## config.mk

```make
export PLATFORM = sky130hd
export DESIGN_NAME = snoop_arbiter_flat
export DESIGN_NICKNAME = d
export VERILOG_FILES = /design/src/rtl/snoop_arbiter_if.sv /design/src/rtl/snoop_arbiter.sv /design/src/flat_wrapper.sv
export SDC_FILE = /design/constraint.sdc
export NUM_CORES = 1
export LEC_CHECK = 0
export CELL_PAD_IN_SITES_DETAIL_PLACEMENT = 2
export CELL_PAD_IN_SITES_GLOBAL_PLACEMENT = 2
export CORE_MARGIN = 1.5
export CORE_UTILIZATION = 23
export DETAILED_ROUTE_END_ITERATION = 6
export GPL_TIMING_DRIVEN = 0
export PLACE_DENSITY = 0.92
export REMOVE_ABC_BUFFERS = 1
export SLEW_MARGIN = 15
export SYNTH_ARGS = -nofsm -noshare
export SYNTH_HDL_FRONTEND = slang
export SYNTH_SLANG_ARGS = --single-unit
export TNS_END_PERCENT = 1
```

## constraint.sdc

```tcl
create_clock -name clk -period 2.8 [get_ports clk]
set_input_delay 0.7 -clock clk [delete_from_list [all_inputs] [get_ports clk]]
set_output_delay 0.7 -clock clk [all_outputs]
set_load 0.02 [all_outputs]
```

## src/rtl/snoop_arbiter_if.sv

```systemverilog
// Snooper-to-core write path bundle.
// drop_cnt exists only with SNOOP_ARB_DROP_CNT_EN.
interface snoop_arbiter_if #(
  parameter int N     = 4,
  parameter int IDX_W = $clog2(N)
);
  logic             sn_req;
  logic             sn_wr_en;
  logic             sn_done;
  logic [N-1:0]     core_rdy;
  logic             sn_gnt;
  logic [IDX_W-1:0] sn_sel;
  logic [N-1:0]     core_sel;
  logic [N-1:0]     core_wr_en;
  logic [N-1:0]     core_done;
`ifdef SNOOP_ARB_DROP_CNT_EN
  logic [31:0]      drop_cnt;
`endif

  modport slave (
    input  sn_req,
    input  sn_wr_en,
    input  sn_done,
    input  core_rdy,
    output sn_gnt,
    output sn_sel,
    output core_sel,
    output core_wr_en,
`ifdef SNOOP_ARB_DROP_CNT_EN
    output drop_cnt,
`endif
    output core_done
  );

  modport master (
    output sn_req,
    output sn_wr_en,
    output sn_done,
    output core_rdy,
    input  sn_gnt,
    input  sn_sel,
    input  core_sel,
    input  core_wr_en,
`ifdef SNOOP_ARB_DROP_CNT_EN
    input  drop_cnt,
`endif
    input  core_done
  );
endinterface

```

## src/rtl/snoop_arbiter.sv

```systemverilog
// Round-robin, packet-locked arbiter for the snooper write path.
// Optional drop counter: define SNOOP_ARB_DROP_CNT_EN.
module snoop_arbiter #(
  parameter int N     = 4,
  parameter int IDX_W = $clog2(N)
) (
  input  logic            clk,
  input  logic            rst,
  snoop_arbiter_if.slave  bus
);

  typedef enum logic {
    IDLE,
    GRANT
  } state_t;

  state_t           state;
  state_t           state_nxt;
  logic [IDX_W-1:0] rr_ptr;
  logic [IDX_W-1:0] rr_nxt;
  logic [IDX_W-1:0] sel_q;
  logic [IDX_W-1:0] sel_nxt;
  logic [N-1:0]     done_q;
  logic [N-1:0]     done_nxt;
  logic [IDX_W-1:0] win;
  logic             any_rdy;
  logic [N-1:0]     sel_oh;

  // Rotating priority scan from rr_ptr, lowest offset wins.
  always_comb begin
    win     = '0;
    any_rdy = |bus.core_rdy;
    for (int k = N - 1; k >= 0; k--) begin
      int j;
      j = int'(rr_ptr) + k;
      if (j >= N) j = j - N;
      if (bus.core_rdy[j]) win = IDX_W'(j);
    end
  end

  // Next-state: arbitrate in IDLE, hold the lock in GRANT.
  always_comb begin
    state_nxt = state;
    rr_nxt    = rr_ptr;
    sel_nxt   = sel_q;
    done_nxt  = '0;
    unique case (state)
      IDLE: begin
        if (bus.sn_req && any_rdy) begin
          state_nxt = GRANT;
          sel_nxt   = win;
        end
      end
      GRANT: begin
        if (bus.sn_done) begin
          state_nxt       = IDLE;
          done_nxt[sel_q] = 1'b1;
          if (int'(sel_q) == N - 1) rr_nxt = '0;
          else rr_nxt = sel_q + 1'b1;
        end
      end
      default: state_nxt = IDLE;
    endcase
  end

  // State, pointer, selection and done pulse registers.
  always_ff @(posedge clk) begin
    if (!rst) begin
      state  <= IDLE;
      rr_ptr <= '0;
      sel_q  <= '0;
      done_q <= '0;
    end else begin
      state  <= state_nxt;
      rr_ptr <= rr_nxt;
      sel_q  <= sel_nxt;
      done_q <= done_nxt;
    end
  end

  // One-hot steering derived from the held index.
  always_comb begin
    sel_oh = '0;
    if (state == GRANT) sel_oh[sel_q] = 1'b1;
  end

  assign bus.sn_gnt     = (state == GRANT);
  assign bus.sn_sel     = sel_q;
  assign bus.core_sel   = sel_oh;
  assign bus.core_wr_en = sel_oh & {N{bus.sn_wr_en}};
  assign bus.core_done  = done_q;

`ifdef SNOOP_ARB_DROP_CNT_EN
  logic [31:0] drop_q;

  // Count packets that finished with no buffer, saturating.
  always_ff @(posedge clk) begin
    if (!rst) begin
      drop_q <= '0;
    end else if (state == IDLE && bus.sn_done
                 && drop_q != 32'hFFFF_FFFF) begin
      drop_q <= drop_q + 32'd1;
    end
  end

  assign bus.drop_cnt = drop_q;
`endif

endmodule

```

## src/flat_wrapper.sv

```systemverilog
// flat-port wrapper written by rule: the top's interface ports become plain ports
module snoop_arbiter_flat 
#(
  parameter int N     = 4,
  parameter int IDX_W = $clog2(N)
)
  (clk, rst, bus_sn_req, bus_sn_wr_en, bus_sn_done, bus_core_rdy, bus_sn_gnt, bus_sn_sel, bus_core_sel, bus_core_wr_en, bus_core_done);
  snoop_arbiter_if #(.N(N), .IDX_W(IDX_W)) bus_i ();
  input  logic clk;
  input  logic rst;
  input wire logic [$bits(bus_i.sn_req)-1:0] bus_sn_req;
  input wire logic [$bits(bus_i.sn_wr_en)-1:0] bus_sn_wr_en;
  input wire logic [$bits(bus_i.sn_done)-1:0] bus_sn_done;
  input wire logic [$bits(bus_i.core_rdy)-1:0] bus_core_rdy;
  output wire logic [$bits(bus_i.sn_gnt)-1:0] bus_sn_gnt;
  output wire logic [$bits(bus_i.sn_sel)-1:0] bus_sn_sel;
  output wire logic [$bits(bus_i.core_sel)-1:0] bus_core_sel;
  output wire logic [$bits(bus_i.core_wr_en)-1:0] bus_core_wr_en;
  output wire logic [$bits(bus_i.core_done)-1:0] bus_core_done;
  assign bus_i.sn_req = bus_sn_req;
  assign bus_i.sn_wr_en = bus_sn_wr_en;
  assign bus_i.sn_done = bus_sn_done;
  assign bus_i.core_rdy = bus_core_rdy;
  assign bus_sn_gnt = bus_i.sn_gnt;
  assign bus_sn_sel = bus_i.sn_sel;
  assign bus_core_sel = bus_i.core_sel;
  assign bus_core_wr_en = bus_i.core_wr_en;
  assign bus_core_done = bus_i.core_done;
  snoop_arbiter #(.N(N), .IDX_W(IDX_W)) u_core (.clk(clk), .rst(rst), .bus(bus_i));
endmodule
```

==> flow_summary.toml, run 1 <==
[final_layout]
post-route-util_pct = 39.1
area_growth_pct = 54.9
nets = 98
regArea_sq_um = 180
antenna_cells = 0
multi_input_area_sq_um = 313
layout.cells.non_filler = 111
drive_gt1_share_pct = 5.95
most-common-layout-cells = "23 x clkdlybuf4s50_1, 9 x dfxtp_1, 8 x and3_1"
final_common_cell = "clkdlybuf4s50_1"
fill_cells = 237

[yosys]
synth-simple-area-share_pct = 32.0
yosysWarningCount = 0
synth_cell_types = 22
yosys-top-cells-area = "dfxtp_1 35%, and3_1 9.7%, ha_1 9.7%"
yosys.area.top_type_share_pct = 35.0
netlist_area_sq_um = 515
yosys.area_share.adder_pct = 9.71
ys_seq_elements = 9
synth-seq-area-share_pct = 35.0
yosys.area.top_type = "dfxtp_1"
avgSynthCellArea_sq_um = 8.74
synth_top_family_by_area = "simple AND/OR/NAND/NOR gates"
synthXorXnorAreaFrac_pct = 0
synth_compound_area_share_pct = 15.0
syn_inst = 59
synthMuxAreaShare_pct = 3.88

[placed_design]
gp_congestion = 0.747
dp.cells = 107
io_buffers = 23
dp_hpwl_um = 1270

[global_routing]
grt_overflow = 0
grt_max_degree = 15
antenna_found_initial = 0
grt_pass1_vias = 582
grtUsageMet2_pct = 23.9
grtUsageMet3_pct = 5.36
grt_pass1_wl_um = 2720
busiest_layer = "met2"
track_usage_pct = 14.4
grtUsageMet1_pct = 16.4

[status]
status = "completed"

[floorplan]
io_pins = 24
die_w_um = 50.3
rows = 16
initial_core_util_pct = 25.2
chipHeight_um = 50.3
core_sq_mm = 0.00204
die-area_sq_mm = 0.00253

[drt]
drcViolationCount = 0
initialDrtViolationCount = 3
dr_total_vias = 542
ant_nets = 0
drt_wl_total_um = 1560
wl_per_cell_um = 14.1
drt-vias-per-instance = 4.88
drt-pass1-iter-count = 2

[power]
leakage_nw = 0.325
p_total_mw = 0.305
pwr_density_cell_mw_per_mm2 = 382
peakVddDrop_mv = 0.131

[clock_tree]
clock_latency_ps = 260
cts.clk_slew.worst_paths_ps = 60
cts-hold-fix-buffers = 0
cts_resized = 0
tritoncts = "done"
root_buffer = "clkbuf_4"
post_cts_buffers = 0
cts_sinks = 9
htreeDepth = 1
cts_buffers = 3
clock_path_buffers = 2

[critical_path]
criticalPathCategory = "in2out"
ff2ff_setup_slack_ps = 1620
critPathLaunchType = "primary input"
cp_max_fo = 4
critPathCaptureType = "output port"
cp.arrival_ps = 2020
crit_required_ps = 2100
r2r_cells = 4

[flow_run]
maxCapViolations = 0

[timing]
hold_ws_ps = 546
timing.fmax_ghz = 0.368
worst_pin_slew_ps = 525
setup_tns_ps = 0
rsz0062_at_grt = "false"
drv_slew = 0
skew_ps = 4.07
relSlewSlack_pct = 64.7
fin_crit_sh_pct = 97.1
fin_crit_ps = 2720
setup_viol = 0
finalHoldViolations = 0

[hold_path]
hold_path.class = "reg2reg"
hold_path_depth = 2
## area by class of cell
class,count,area share (%)
Inverter,4,1.88
Clock buffer,4,3.29
Sequential cell,9,22.6
Timing Repair Buffer,23,28.8
Tap cell,27,4.23
Multi-Input combinational cell,44,39.2
## synthesized netlist by cell type
cell type,n
o31ai_1,2
o22ai_1,1
nor2_1,2
o2111ai_2,1
a311oi_1,1
ha_1,4
nor4_1,1
clkbuf_1,1
nor2b_1,3
a21boi_0,1
or4_4,1
buf_1,1
nand2b_1,3
inv_1,4
and3_1,8
dfxtp_1,9
o211ai_1,2
and2_1,5
mux2i_1,2
nand3_1,2
nand2_1,3
a21oi_1,2
## worst paths after layout
check,from,endpoint
setup / recovery,bus_sn_wr_en,bus_core_wr_en[0]
hold / removal,u_core.rr_ptr[1]$_SDFFE_PN0P_,u_core.rr_ptr[1]$_SDFFE_PN0P_
setup reg to reg,u_core.bus.sn_sel[0]$_SDFFE_PN0P_,u_core.bus.core_done[0]$_SDFF_PN0_
hold reg to reg,u_core.rr_ptr[1]$_SDFFE_PN0P_,u_core.rr_ptr[1]$_SDFFE_PN0P_
## per-layer routing
| metal | wire [um] | share of wire, % |
|---|---|---|
| met5 | 0 | 0 |
| met4 | 23 | 1.5 |
| met3 | 117 | 7.5 |
| met2 | 729 | 47 |
| met1 | 691 | 44 |
## worst max-delay path, stage by stage
cell and delay [ps]:
clkdlybuf4s50_1 530, and3_1 180, clkdlybuf4s50_1 610
## per-stage QoR
step	cell area, sq um	worst slack (ps)
after detailed placement	772	101
after floorplan	508	1100
final	798	82.0
after global routing	798	68.1
after CTS	798	95.1
after global placement	772	144
## cells by family after synthesis
logic type,after synthesis
compound gates,10
fa+ha+maj,4
buf+inv,6
flops,9
mux,2
simple gates,28
## report_power, final
part | switching, mW | leakage [nW] | internal, mW
combinational | 0.0313 | 0.237 | 0.0327
sequential | 0.00751 | 0.0731 | 0.133
clock | 0.0458 | 0.0150 | 0.0550
total | 0.0846 | 0.325 | 0.220
## state kept, by name, summed over array words and instances, names as in the netlist
register and count:
u_core.bus.sn_sel 2, u_core.bus.core_done 4, u_core.rr_ptr 2, u_core.bus.sn_gnt 1
(Power assumes the default switching activity.)
==> inputs of run 2 (changes only) <==
--- a/config.mk
+++ b/config.mk
@@ -5,6 +5,7 @@
 export SDC_FILE = /design/constraint.sdc
 export NUM_CORES = 1
 export LEC_CHECK = 0
+export ABC_AREA = 0
 export CELL_PAD_IN_SITES_DETAIL_PLACEMENT = 2
 export CELL_PAD_IN_SITES_GLOBAL_PLACEMENT = 2
 export CORE_MARGIN = 1.5
==> results of run 2 <==
The final DEF is identical to that of run 1; final timing and power are the same.
==> inputs of run 3 (changes only) <==
--- a/config.mk
+++ b/config.mk
@@ -14,7 +14,8 @@
 export GPL_TIMING_DRIVEN = 0
 export PLACE_DENSITY = 0.92
 export REMOVE_ABC_BUFFERS = 1
-export SLEW_MARGIN = 15
+export SKIP_LAST_GASP = 1
+export SLEW_MARGIN = 20
 export SYNTH_ARGS = -nofsm -noshare
 export SYNTH_HDL_FRONTEND = slang
 export SYNTH_SLANG_ARGS = --single-unit
==> results of run 3 <==
The final DEF is identical to that of run 1; final timing and power are the same.
